==> config.mk <==
export PLATFORM = sky130hd
export DESIGN_NAME = write_forward_buffer
export DESIGN_NICKNAME = d
export VERILOG_FILES = /design/src/rtl/wfb_pkg.sv /design/src/rtl/wfb_match.sv /design/src/rtl/write_forward_buffer.sv
export SDC_FILE = /design/constraint.sdc
export NUM_CORES = 1
export LEC_CHECK = 0
export CAP_MARGIN = 0
export CORE_MARGIN = 1.5
export CORE_UTILIZATION = 51
export DETAILED_ROUTE_END_ITERATION = 10
export GPL_TIMING_DRIVEN = 0
export PLACE_DENSITY = 0.73
export SYNTH_ARGS = -nofsm -noshare
export SYNTH_HDL_FRONTEND = slang
export SYNTH_SLANG_ARGS = --single-unit
==> constraint.sdc <==
create_clock -name clk -period 5.5 [get_ports clk]
set_input_delay 0.55 -clock clk [delete_from_list [all_inputs] [get_ports clk]]
set_output_delay 0.55 -clock clk [all_outputs]
set_load 0.005 [all_outputs]
==> src/rtl/wfb_pkg.sv <==
// wfb_pkg: shared op codes, read-source codes and buffer entry type for write_forward_buffer
package wfb_pkg;
  localparam logic [1:0] OP_RD = 2'b00;
  localparam logic [1:0] OP_WR = 2'b01;
  localparam logic [1:0] OP_NOOP = 2'b11;
  localparam logic SRC_CACHE = 1'b0;
  localparam logic SRC_BUF = 1'b1;
  localparam int ENTRY_ADDR_W = 16;
  localparam int ENTRY_DATA_W = 32;
  typedef struct packed {
    logic [ENTRY_ADDR_W-1:0] addr;
    logic [ENTRY_DATA_W-1:0] data;
  } entry_t;
endpackage

==> src/rtl/wfb_match.sv <==
// wfb_match: address compare across all valid entries, picking the newest match (closest behind tail)
module wfb_match #(
  parameter int ADDR_W = 16,
  parameter int DEPTH = 4,
  parameter int PW = $clog2(DEPTH)
) (
  input  logic [DEPTH-1:0]             i_valid,
  input  logic [DEPTH-1:0][ADDR_W-1:0] i_addrs,
  input  logic [ADDR_W-1:0]            i_key,
  input  logic [PW-1:0]                i_tail,
  output logic                         o_hit,
  output logic [PW-1:0]                o_idx
);
  logic [PW-1:0] w_pos;
  // walk oldest-to-newest so the last match (newest) wins
  always_comb begin
    o_hit = 1'b0;
    o_idx = '0;
    w_pos = '0;
    for (int k = DEPTH; k >= 1; k--) begin
      w_pos = i_tail - PW'(k);
      if (i_valid[w_pos] && i_addrs[w_pos] == i_key) begin
        o_hit = 1'b1;
        o_idx = w_pos;
      end
    end
  end
endmodule

==> src/rtl/write_forward_buffer.sv <==
// write_forward_buffer: in-order write FIFO to L1 with read forwarding; WFB_COALESCE_EN enables write coalescing
module write_forward_buffer
  import wfb_pkg::*;
#(
  parameter int ADDR_W = 16,
  parameter int DATA_W = 32,
  parameter int DEPTH = 4
) (
  input  logic                   clk,
  input  logic                   rst,
  input  logic                   req_valid,
  input  logic [1:0]             req_op,
  input  logic [ADDR_W-1:0]      req_addr,
  input  logic [DATA_W-1:0]      req_wdata,
  output logic                   req_ready,
  output logic                   fwd_valid,
  output logic                   fwd_hit,
  output logic                   fwd_src,
  output logic [DATA_W-1:0]      fwd_data,
  output logic                   cache_wr_valid,
  input  logic                   cache_wr_ready,
  output logic [ADDR_W-1:0]      cache_wr_addr,
  output logic [DATA_W-1:0]      cache_wr_data,
  output logic [$clog2(DEPTH):0] count,
  output logic                   full,
  output logic                   empty
);
  localparam int PW = $clog2(DEPTH);
  logic [PW-1:0] r_head, r_tail;
  logic [PW:0] r_count;
  logic [DEPTH-1:0][ADDR_W-1:0] r_addr;
  logic [DEPTH-1:0][DATA_W-1:0] r_data;
  logic r_fwd_valid, r_fwd_hit;
  logic [DATA_W-1:0] r_fwd_data;
  logic [DEPTH-1:0] w_valid;
  logic w_hit, w_is_wr, w_is_rd, w_pop, w_push, w_coalesce;
  logic [PW-1:0] w_idx;
  // an entry is live when its distance from head is below the occupancy
  always_comb begin
    w_valid = '0;
    for (int i = 0; i < DEPTH; i++) w_valid[i] = {1'b0, PW'(i) - r_head} < r_count;
  end
  wfb_match #(.ADDR_W(ADDR_W), .DEPTH(DEPTH), .PW(PW)) u_match (
    .i_valid(w_valid),
    .i_addrs(r_addr),
    .i_key(req_addr),
    .i_tail(r_tail),
    .o_hit(w_hit),
    .o_idx(w_idx)
  );
  assign full = r_count == (PW+1)'(DEPTH);
  assign empty = r_count == '0;
  assign count = r_count;
  assign cache_wr_valid = !empty;
  assign cache_wr_addr = r_addr[r_head];
  assign cache_wr_data = r_data[r_head];
  assign w_is_wr = req_valid && req_op == OP_WR;
  assign w_is_rd = req_valid && req_op == OP_RD;
  assign w_pop = !empty && cache_wr_ready;
`ifdef WFB_COALESCE_EN
  // when full, only a match away from head is taken so req_ready never depends on cache_wr_ready
  assign req_ready = !full || req_op != OP_WR || (w_hit && w_idx != r_head);
  assign w_coalesce = w_is_wr && req_ready && w_hit && !(w_pop && w_idx == r_head);
`else
  assign req_ready = !full || req_op != OP_WR;
  assign w_coalesce = 1'b0;
`endif
  assign w_push = w_is_wr && req_ready && !w_coalesce;
  assign fwd_valid = r_fwd_valid;
  assign fwd_hit = r_fwd_hit;
  assign fwd_src = r_fwd_hit ? SRC_BUF : SRC_CACHE;
  assign fwd_data = r_fwd_data;
  // pointer and occupancy bookkeeping; reset discards pending entries
  always_ff @(posedge clk) begin
    if (rst) begin
      r_head <= '0;
      r_tail <= '0;
      r_count <= '0;
    end else begin
      if (w_push) r_tail <= r_tail + 1'b1;
      if (w_pop) r_head <= r_head + 1'b1;
      r_count <= r_count + (PW+1)'(w_push) - (PW+1)'(w_pop);
    end
  end
  // entry storage: allocate at tail or overwrite a coalesced entry's data
  always_ff @(posedge clk) begin
    if (w_push) begin
      r_addr[r_tail] <= req_addr;
      r_data[r_tail] <= req_wdata;
    end
    if (w_coalesce) r_data[w_idx] <= req_wdata;
  end
  // registered read lookup result, one cycle after an accepted read
  always_ff @(posedge clk) begin
    if (rst) begin
      r_fwd_valid <= 1'b0;
      r_fwd_hit <= 1'b0;
      r_fwd_data <= '0;
    end else begin
      r_fwd_valid <= w_is_rd;
      r_fwd_hit <= w_is_rd && w_hit;
      r_fwd_data <= (w_is_rd && w_hit) ? r_data[w_idx] : '0;
    end
  end
endmodule

* Word-level counts from Yosys, hierarchy flattened
Cells that the tools add are included.
Storage, ports and cells: word-level logic and storage cells 97, output and inout bits 90, input bits 54, register bits 233
Cells by class: eq/ne operators 7, multiplexer cells 37, reduce and logical (&&, ||, !) cells 16, add/subtract/negate cells 11, $lt $le $gt $ge 11, bitwise logic cells 1
Operator list (number):
- 16-bit binary-select mux with 2-bit select | 5
- 32-bit binary-select mux with 2-bit select | 2
- 128-bit bitwise mux | 1
- 16-bit two-way mux | 6
- 32-bit two-way mux | 3
- 64-bit bitwise mux | 1
- 32-bit demux with 2-bit select | 1
- 16-bit == test | 4
- 16-bit demux with 2-bit select | 1
- 2-bit by 3-bit < comparator with 1-bit output, second input constant | 6
- 2-bit by 3-bit < comparator with 1-bit output | 4
- 1-bit logical AND | 10
- 1-bit two-way mux | 9
- 1-bit binary-select mux with 2-bit select | 4
- 2-bit two-way mux | 4
- 2-bit by 1-bit adder with 2-bit output, second input constant | 2
- 1-bit by 2-bit subtractor with 2-bit output, first input constant | 2
- 2-bit subtractor, first input constant | 2
- 2-bit subtractor, second input constant | 2
- 3-bit by 1-bit adder with 3-bit output | 1
- 3-bit == test, second input constant | 1
- 3-bit zero test | 1
- 3-bit by 1-bit subtractor with 3-bit output | 1
- 2-bit by 1-bit == test with 1-bit output, second input constant | 1
- 8 further kinds | 9

* Logic depth before layout (Yosys ltp)
Gate-level depths: netlist of the first run.
depth in word-level cells 12, gate-level depth with buffers 22, mapped depth without buffers 11

* Hierarchy
Synthesis of the first run repeated with hierarchy kept, for this count alone.
Second synthesis, totals: cells, all modules 708, area, all modules 11940.2 µm²
By module, submodules not included:
- write_forward_buffer | cells each 434, area each 9231.4 µm², instances 1, sequential area each 6586.3 µm²
- wfb_match | cells each 274, area each 2708.8 µm², instances 1, sequential area each 0.0 µm²

* Worst setup path before layout of the first run
OpenSTA, ideal clock, no wires.
kind register to register, start register r_tail[0], end register r_fwd_data[10] (netlist: fwd_data[10]), setup slack 0.969 ns, arrival time 4.439 ns, required time 5.408 ns, path buffers 11, cell stages (with the launch flop) 22, library setup time 0.092 ns, period minus slack after synthesis 4.531 ns, cells stage by stage dfxtp_1 > buf_6 > buf_6 > inv_2 > clkbuf_1 > clkbuf_1 > buf_1 > ha_1 > buf_2 > buf_6 > buf_2 > mux4_2 > xor2_1 > nor4_1 > or4b_1 > buf_4 > nand3_2 > o21ai_1 > or3b_1 > buf_2 > buf_6 > o32ai_1
Between the ends: elaborated cells between the ends (all ways) 40, classes of those cells 3 x add/sub; 4 x eq/ne; 26 x mux; 1 x bitwise; 6 x reduce/logical
RTL lines:
- start: declaration | RTL line write_forward_buffer.sv:29 | logic [PW-1:0] r_head, r_tail;
- start signal: assignment | RTL line write_forward_buffer.sv:80 | if (w_push) r_tail <= r_tail + 1'b1;
- 2-bit by 1-bit subtractor with 2-bit output * | RTL line wfb_match.sv:21 | w_pos = i_tail - PW'(k);
- net u_match.w_pos[0] | RTL line wfb_match.sv:14 | logic [PW-1:0] w_pos;
- branches (longest 8 deep; another with 32-bit binary-select mux with 2-bit select)
- end signal: assignment | RTL line write_forward_buffer.sv:102 | r_fwd_data <= (w_is_rd && w_hit) ? r_data[w_idx] : '0;
- end: declaration | RTL line write_forward_buffer.sv:34 | logic [DATA_W-1:0] r_fwd_data;
Mark *: on every way through the listed nets, which the timed path passes. The select of a mux whose other input is x is not followed. A chain may end at the register's enable or synchronous reset.

* Worst setup path after layout of the first run
start register r_tail[0], end register r_fwd_data[4] (netlist: fwd_data[4])
Same word-level chain as after synthesis.

==> results of run 1 <==
[timing repair]
action | CTS | global route
pin swaps | 0 | 1
endpoints found under the setup margin | 32 | 31
gates resized for setup | 14 | 29
[cell usage in the layout, fill, tap and decap left out, types with 5 or more instances in the layout]
master           count
a211oi_1            34
a21oi_1             38
a31oi_1             33
a41o_1              32
and2_1              34
buf_1               11
buf_2               19
buf_4                8
buf_6               11
clkbuf_1            58
clkbuf_16           27
clkbuf_2             8
clkbuf_4             5
clkdlybuf4s50_1    142
clkinv_2             5
dfxtp_1             41
edfxtp_1           192
ha_1                10
inv_1                7
mux2i_1             81
mux4_2              81
nand2_1             69
nand3_1             34
nand3b_1            34
nor2_1              15
nor3_1              69
o221a_1             28
o32ai_1             25
o32ai_2              7
or2_1                7
or2_2               26
xnor2_1             38
xor2_1              35
[worst max-delay path, stage by stage (launching register included)]
cell       delay, ns
dfxtp_1         0.39
buf_6           0.13
buf_6           0.17
inv_2           0.10
clkbuf_2        0.32
clkbuf_4        0.34
ha_1            0.32
clkbuf_4        0.22
buf_6           0.20
mux4_2          0.53
xor2_1          0.17
a2111oi_2       0.47
o211ai_1        0.21
buf_2           0.26
a21boi_1        0.17
a2111oi_2       0.32
o21ai_2         0.19
clkbuf_2        0.26
o32ai_1         0.42
[flip-flops by register name (all words and copies together), names as in the netlist]
name / cells
r_head: 2
r_data: 128
count: 3
r_addr: 64
fwd_hit: 1
r_tail: 2
fwd_valid: 1
fwd_data: 32
[cell families after synthesis]
family | after synthesis
AOI/OAI and AO/OA | 225
xor gates and xnor gates | 73
adders and majority gates | 11
buffers and inverters | 129
DFF | 233
muxes | 162
and+or+nand+nor | 319
[cell type report]
| type | instances | area share (%) |
|---|---|---|
| plain buffers | 119 | 3.58 |
| clock buffers | 30 | 4.14 |
| clock inverters | 19 | 1.09 |
| inverters | 9 | 0.198 |
| multi-input cells | 790 | 41.4 |
| flip-flops and latches | 233 | 38.5 |
| well taps | 372 | 2.72 |
| repair buffers | 142 | 8.32 |
[worst paths after layout]
path / endpoint / start / slack [ns] / depth (start not counted)
max: fwd_data[4]$_SDFF_PP0_ / r_tail[0]$_SDFFE_PP0P_ / 0.19 / 18
min: count[2]$_SDFF_PP0_ / rst / 0.43 / 2
max reg2reg: fwd_data[4]$_SDFF_PP0_ / r_tail[0]$_SDFFE_PP0P_ / 0.19 / 18
min reg2reg: fwd_data[31]$_SDFF_PP0_ / r_data[127]$_DFFE_PP_ / 0.70 / 2
[power by group]
group | internal, W | total [W] | switching (W)
clock | 0.00106 | 0.00182 | 0.000751
sequential | 0.00196 | 0.00201 | 0.0000526
combinational | 0.000759 | 0.00147 | 0.000715
[routing by layer]
layer	wire length, um	vias up
met3	4540	112
li1	-	4941
met2	19800	772
met1	17700	5717
met4	1280	0
met5	0	-
[stage by stage]
stage | total power (W) | std cells | area, sq um | utilization, % | setup slack, ns
2_1_floorplan | 0.00286 | 1152 | 14200 | - | 0.969
3_3_place_gp | 0.00346 | 1666 | 16100 | 59.3 | -0.985
3_5_place_dp | 0.00348 | 1666 | 16100 | 59.3 | -0.990
4_1_cts | 0.00528 | 1715 | 17000 | 62.7 | 0.0209
5_1_grt | 0.00547 | 1714 | 17100 | 63.1 | 0.0443
6_report | 0.00530 | 1714 | 17100 | 63.1 | 0.189
==> summary.md, run 1 <==
| Metric | Value |
|---|---|
| Status | finished, final reports clean |
| Wire length per cell | 25.3 um |
| Total gr overflow | 0 |
| TritonRoute pass-1 iters | 6 |
| CP required | a little under 6 ns |
| HP Class | input pin to flip-flop |
| Wire length of the first global-routing pass | 65,900 um |
| Die width | 170 um |
| Ys flop type | edfxtp_1 |
| Fin crit period | ~5.3 ns |
| Final Max Tran Viols | 0 |
| I/O pin count | 144 |
| CTS tree | done |
| Hold buffer count at CTS | 0 |
| Post-DRT Antenna Nets | 0 |
| Final wirelength | 43,300 um |
| Initial DRC count | 1,800 |
| Area contributors post-synth | edfxtp_1 41%, mux4_2 13%, dfxtp_1 5.8%, mux2i_1 5.7%, nor3_1 2.5% |
| Power Density | 310 mW/mm^2 |
| Most frequent cell after synthesis | edfxtp_1 |
| Placer Congestion | a little over 0.9 |
| GRT Util Overall | 30.0% |
| Inserted Diodes | 0 |
| Netlist cell types | 58 |
| Via Count | 11,500 |
| Nets | 1,387 |
| Setup violations, final | 0 |
| Post-synthesis mux area share | 18.6% |
| Async SR Flop Fraction | 0% |
| Layout cell share with drive strength beyond 1 | 17.4% |
| Leak Pwr | 5.40 nW |
| Fill count | between 2,000 and 2,500 |
| Core Area | 0.0271 sq mm |
| Synth cell count leaders | 192 x edfxtp_1, 81 x mux2i_1, 81 x mux4_2 |
| RSZ-0062 raised after global routing | false |
| Vias in the first global route | 11,200 |
| Startpoint types | flip-flop |
| Initial antenna violation count | 0 |
| Number of synthesized flops with an enable pin | about 190 |
| DRC | 0 |
| Mean area per synthesized cell | 12.3 sq um |
| Max IR drop VDD | 0.250 mV |
| Num CTS Buffers | 27 |
| Cells after synthesis | 1,152 |
| Ys Warns | 0 |
| Reg area | 0.00659 sq mm |
| Max Clk Rate | 188 MHz |
| CTS sink cnt | 233 |
| Die H | 170 um |
| Area of the multi-input gates | between 0.007 and 0.008 sq mm |
| Register area share after synthesis | between 40% and 50% |
| Type of the worst setup path | flip-flop to flip-flop |
| Via density | 6.73 |
| Cell Area, Synth | 0.0142 sq mm |
| Synth area leader | edfxtp_1 |
| M2 GR Usage | 45.6% |
| M3 GR Usage | 6.37% |
| Largest net degree at the start of global routing | 49 |
| Worst hold slack | 0.433 ns |
| Initial cell density of the core | a little over half |
| CTS H-tree depth | 1 |
| Global route hottest layer | met2 |
| Largest family of logic cells by synthesized area | multiplexers |
| Worst Setup End Kind | flip-flop |
| # rows | 60 |
| Synth Area in Adders | 1.02% |
| Total Neg Setup Slack | 0 ns |
| Compound-Gate Fraction of Synth Area | around 13% |
| Yosys top cell area share | 40.7% |
| Slew @ Worst Pin | roughly 1.2 ns |
| Number of hold violations in the final report | 0 |
| Clock transition at the registers of the reported paths | ~0.06 ns |
| Post-synthesis simple-gate area fraction | 12.2% |
| Max-cap violation count | 0 |
| Grt met1 use | ~43% |
| Max Buffers Root-to-Sink | 3 |
| Final HPWL DP | 28,500 um |
| XOR/XNOR Fraction of Synth Area | about 4.5% |
| Number of port buffers | between 100 and 150 |
| Rel. slew slack | 21.9% |
| Clk Latency, worst-skew pair | 0.56 ns |
| Setup Fix Bufs, Post-CTS | 0 |
| Critical path fanouts, max | 19 |
| CP arrival | 5.74 ns |
| Die area | 0.0288 sq mm |
| Synth-to-Final Area Change | 20.6% |
| Period utilisation layout | 96.6% |
| Clock skew | 0.0240 ns |
| Mapped Nets | 1,217 |
| Flops & latches, synth | 233 |
| Root Buffer Master | clkbuf_16 |
Power figures use the tool's default switching activity.
==> run 2: changes to the inputs <==
--- a/config.mk
+++ b/config.mk
@@ -8,6 +8,7 @@
 export CAP_MARGIN = 0
 export CORE_MARGIN = 1.5
 export CORE_UTILIZATION = 51
+export CTS_CLUSTER_DIAMETER = 120
 export DETAILED_ROUTE_END_ITERATION = 10
 export GPL_TIMING_DRIVEN = 0
 export PLACE_DENSITY = 0.73
==> results of run 2 <==
Final layout, timing and power as in run 1 (identical DEF).
==> run 3: changes to the inputs <==
==> constraint.sdc (replaced) <==
create_clock -name clk -period 6.35 [get_ports clk]
set_input_delay 0.635 -clock clk [delete_from_list [all_inputs] [get_ports clk]]
set_output_delay 0.635 -clock clk [all_outputs]
set_load 0.05 [all_outputs]
==> summary.md, run 3 (same netlist as run 1, synthesis figures left out) <==
| Metric | Value |
|---|---|
| Status | finished, final reports clean |
| Type of the worst setup path | flip-flop to flip-flop |
| Final HPWL DP | 28,500 um |
| Most frequent CP cell | buf_2 |
| Largest net degree at the start of global routing | a little under 50 |
| TritonRoute pass-1 iters | 5 |
| Pwr Total | 0.00503 W |
| CP required | 6.75 ns |
| Post-DRT Antenna Nets | 0 |
| Worst path slowest cell | or4b_1 |
| Initial DRC count | 1,772 |
| Biggest register | r_data |
| Wire length of the first global-routing pass | ~66,000 um |
| Rel. slew slack | 20.7% |
| Die H | 170 um |
| Max stage delay on crit path | approximately 0.49 ns |
| GRT Util Overall | approximately 30% |
| Clock transition at the registers of the reported paths | about 0.06 ns |
| CP arrival | 6.49 ns |
| Initial cell density of the core | ~52% |
| Nets | between 1,000 and 1,500 |
| CTS sink cnt | 233 |
| Initial antenna violation count | 0 |
| Startpoint types | flip-flop |
| Layout cell share with drive strength beyond 1 | 15.9% |
| RSZ-0062 raised after global routing | false |
| I/O pin count | 144 |
| Clock skew | 0.0155 ns |
| Total gr overflow | 0 |
| Final Max Tran Viols | 0 |
| Worst Setup End Kind | flip-flop |
| Most common cell after layout, fill and taps aside | edfxtp_1 |
| CTS H-tree depth | 1 |
| Finished Cell Area | 0.0170 sq mm |
| Final wirelength | 43,300 um |
| Commonest non-fill, non-tap cells in the layout | 192 x edfxtp_1, 142 x clkdlybuf4s50_1, 81 x mux2i_1, 81 x mux4_2, 71 x nor3_1 |
| Num CTS Buffers | 27 |
| Power Density | 297 mW/mm^2 |
| Fill count | 2,141 |
| Clk Latency, worst-skew pair | 0.55 ns |
| Worst slack at placement | -0.140 ns |
| Root Buffer Master | clkbuf_16 |
| DRC | 0 |
| WP buf/inv | 12 |
| Reg2reg setup slack | around 0.26 ns |
| Via Count | ~12,000 |
| Placer Congestion | just over 0.9 |
| Leak Pwr | 5.37 nW |
| Max Clk Rate | 164 MHz |
| CTS tree | done |
| Inserted Diodes | 0 |
| Delay-heaviest family, CP | buffers and inverters |
| Hold buffer count at CTS | 0 |
| Fin crit period | 6.09 ns |
| Number of hold violations in the final report | 0 |
| Die area | around 0.029 sq mm |
| HP Class | input pin to flip-flop |
| Critical path fanouts, max | 11 |
| Worst hold slack | approximately 0.52 ns |
| Period utilisation layout | 95.9% |
| Via density | slightly below 7 |
| Setup ws final | 0.262 ns |
| # rows | 60 |
| Total Neg Setup Slack | 0 ns |
| Slew @ Worst Pin | between 1 and 1.5 ns |
| Placed Area | around 0.016 sq mm |
| Vias in the first global route | 11,200 |
| Number of port buffers | 142 |
| Die width | 170 um |
| Max reg flops | 128 |
| Max IR drop VDD | between 0.2 and 0.25 mV |
| Setup violations, final | 0 |
| Wire length per cell | roughly 25 um |
| Synth-to-Final Area Change | 19.8% |
| Setup Fix Bufs, Post-CTS | 0 |
| Max-cap violation count | 0 |
| Worst path cell trace | buf_6, buf_6, inv_2, clkbuf_1, clkbuf_2, buf_2, ha_1, buf_2, buf_6, buf_2, mux4_2, xnor2_1, nand4_1, nor4_1, or4b_1, buf_4, buf_2, clkbuf_1, nand3_1, mux2i_1, nor3_1, o32ai_1 |
| Core Area | 0.0271 sq mm |
| Max Buffers Root-to-Sink | 3 |
## run 3: changes by cell type in the layout (fill, tap and decap cells not counted), moves of 2 or more
cell,change
clkbuf_1,+8
o32ai_1,+7
o32ai_2,-7
clkbuf_4,-5
clkbuf_2,-4
buf_2,+3
nor3_1,+2
nor3_2,-2
nor4_1,+2
## run 3: repair_timing
item | in CTS | in global routing
gates cloned | 0 | 0
resized for setup | 1 | 10
endpoints found under the setup margin | 29 | 30
## run 3: worst paths after layout
path | startpoint | endpoint | depth (start not counted)
max | r_tail[0]$_SDFFE_PP0P_ | fwd_data[30]$_SDFF_PP0_ | 22
min | rst | count[2]$_SDFF_PP0_ | 2
max reg2reg | r_tail[0]$_SDFFE_PP0P_ | fwd_data[30]$_SDFF_PP0_ | 22
min reg2reg | r_data[127]$_DFFE_PP_ | fwd_data[31]$_SDFF_PP0_ | 2
## run 3: power by group
| group | switching (W) | internal [W] |
|---|---|---|
| combinational | 0.00106 | 0.000656 |
| clock | 0.000653 | 0.000922 |
| sequential | 0.0000454 | 0.00169 |
| total | 0.00176 | 0.00327 |
## run 3: routing by layer
metal | GRT usage [%] | vias up | part of all wire, %
li1 | - | 4941 | -
met1 | 42.7 | 5755 | 40
met2 | 45.7 | 815 | 46
met3 | 6.46 | 114 | 11
met4 | 10.1 | 0 | 3.1
met5 | 0 | - | 0
## run 3: per-stage QoR
| step | instances | utilization, % |
|---|---|---|
| final | 1715 | 62.6 |
| after global routing | 1715 | 62.6 |
| after CTS | 1715 | 62.6 |
| after detailed placement | 1666 | 59.3 |
| after global placement | 1666 | 59.3 |
| after floorplan | 1152 | - |
## run 3: cell type report
class	count	area (sq um)	area share, %
Multi-Input combinational cell	790	6990	41.1
Timing Repair Buffer	142	1420	8.37
Tap cell	372	465	2.74
Inverter	9	33.8	0.199
Sequential cell	233	6590	38.8
Clock buffer	30	707	4.16
Buffer	120	592	3.49
Clock inverter	19	186	1.10
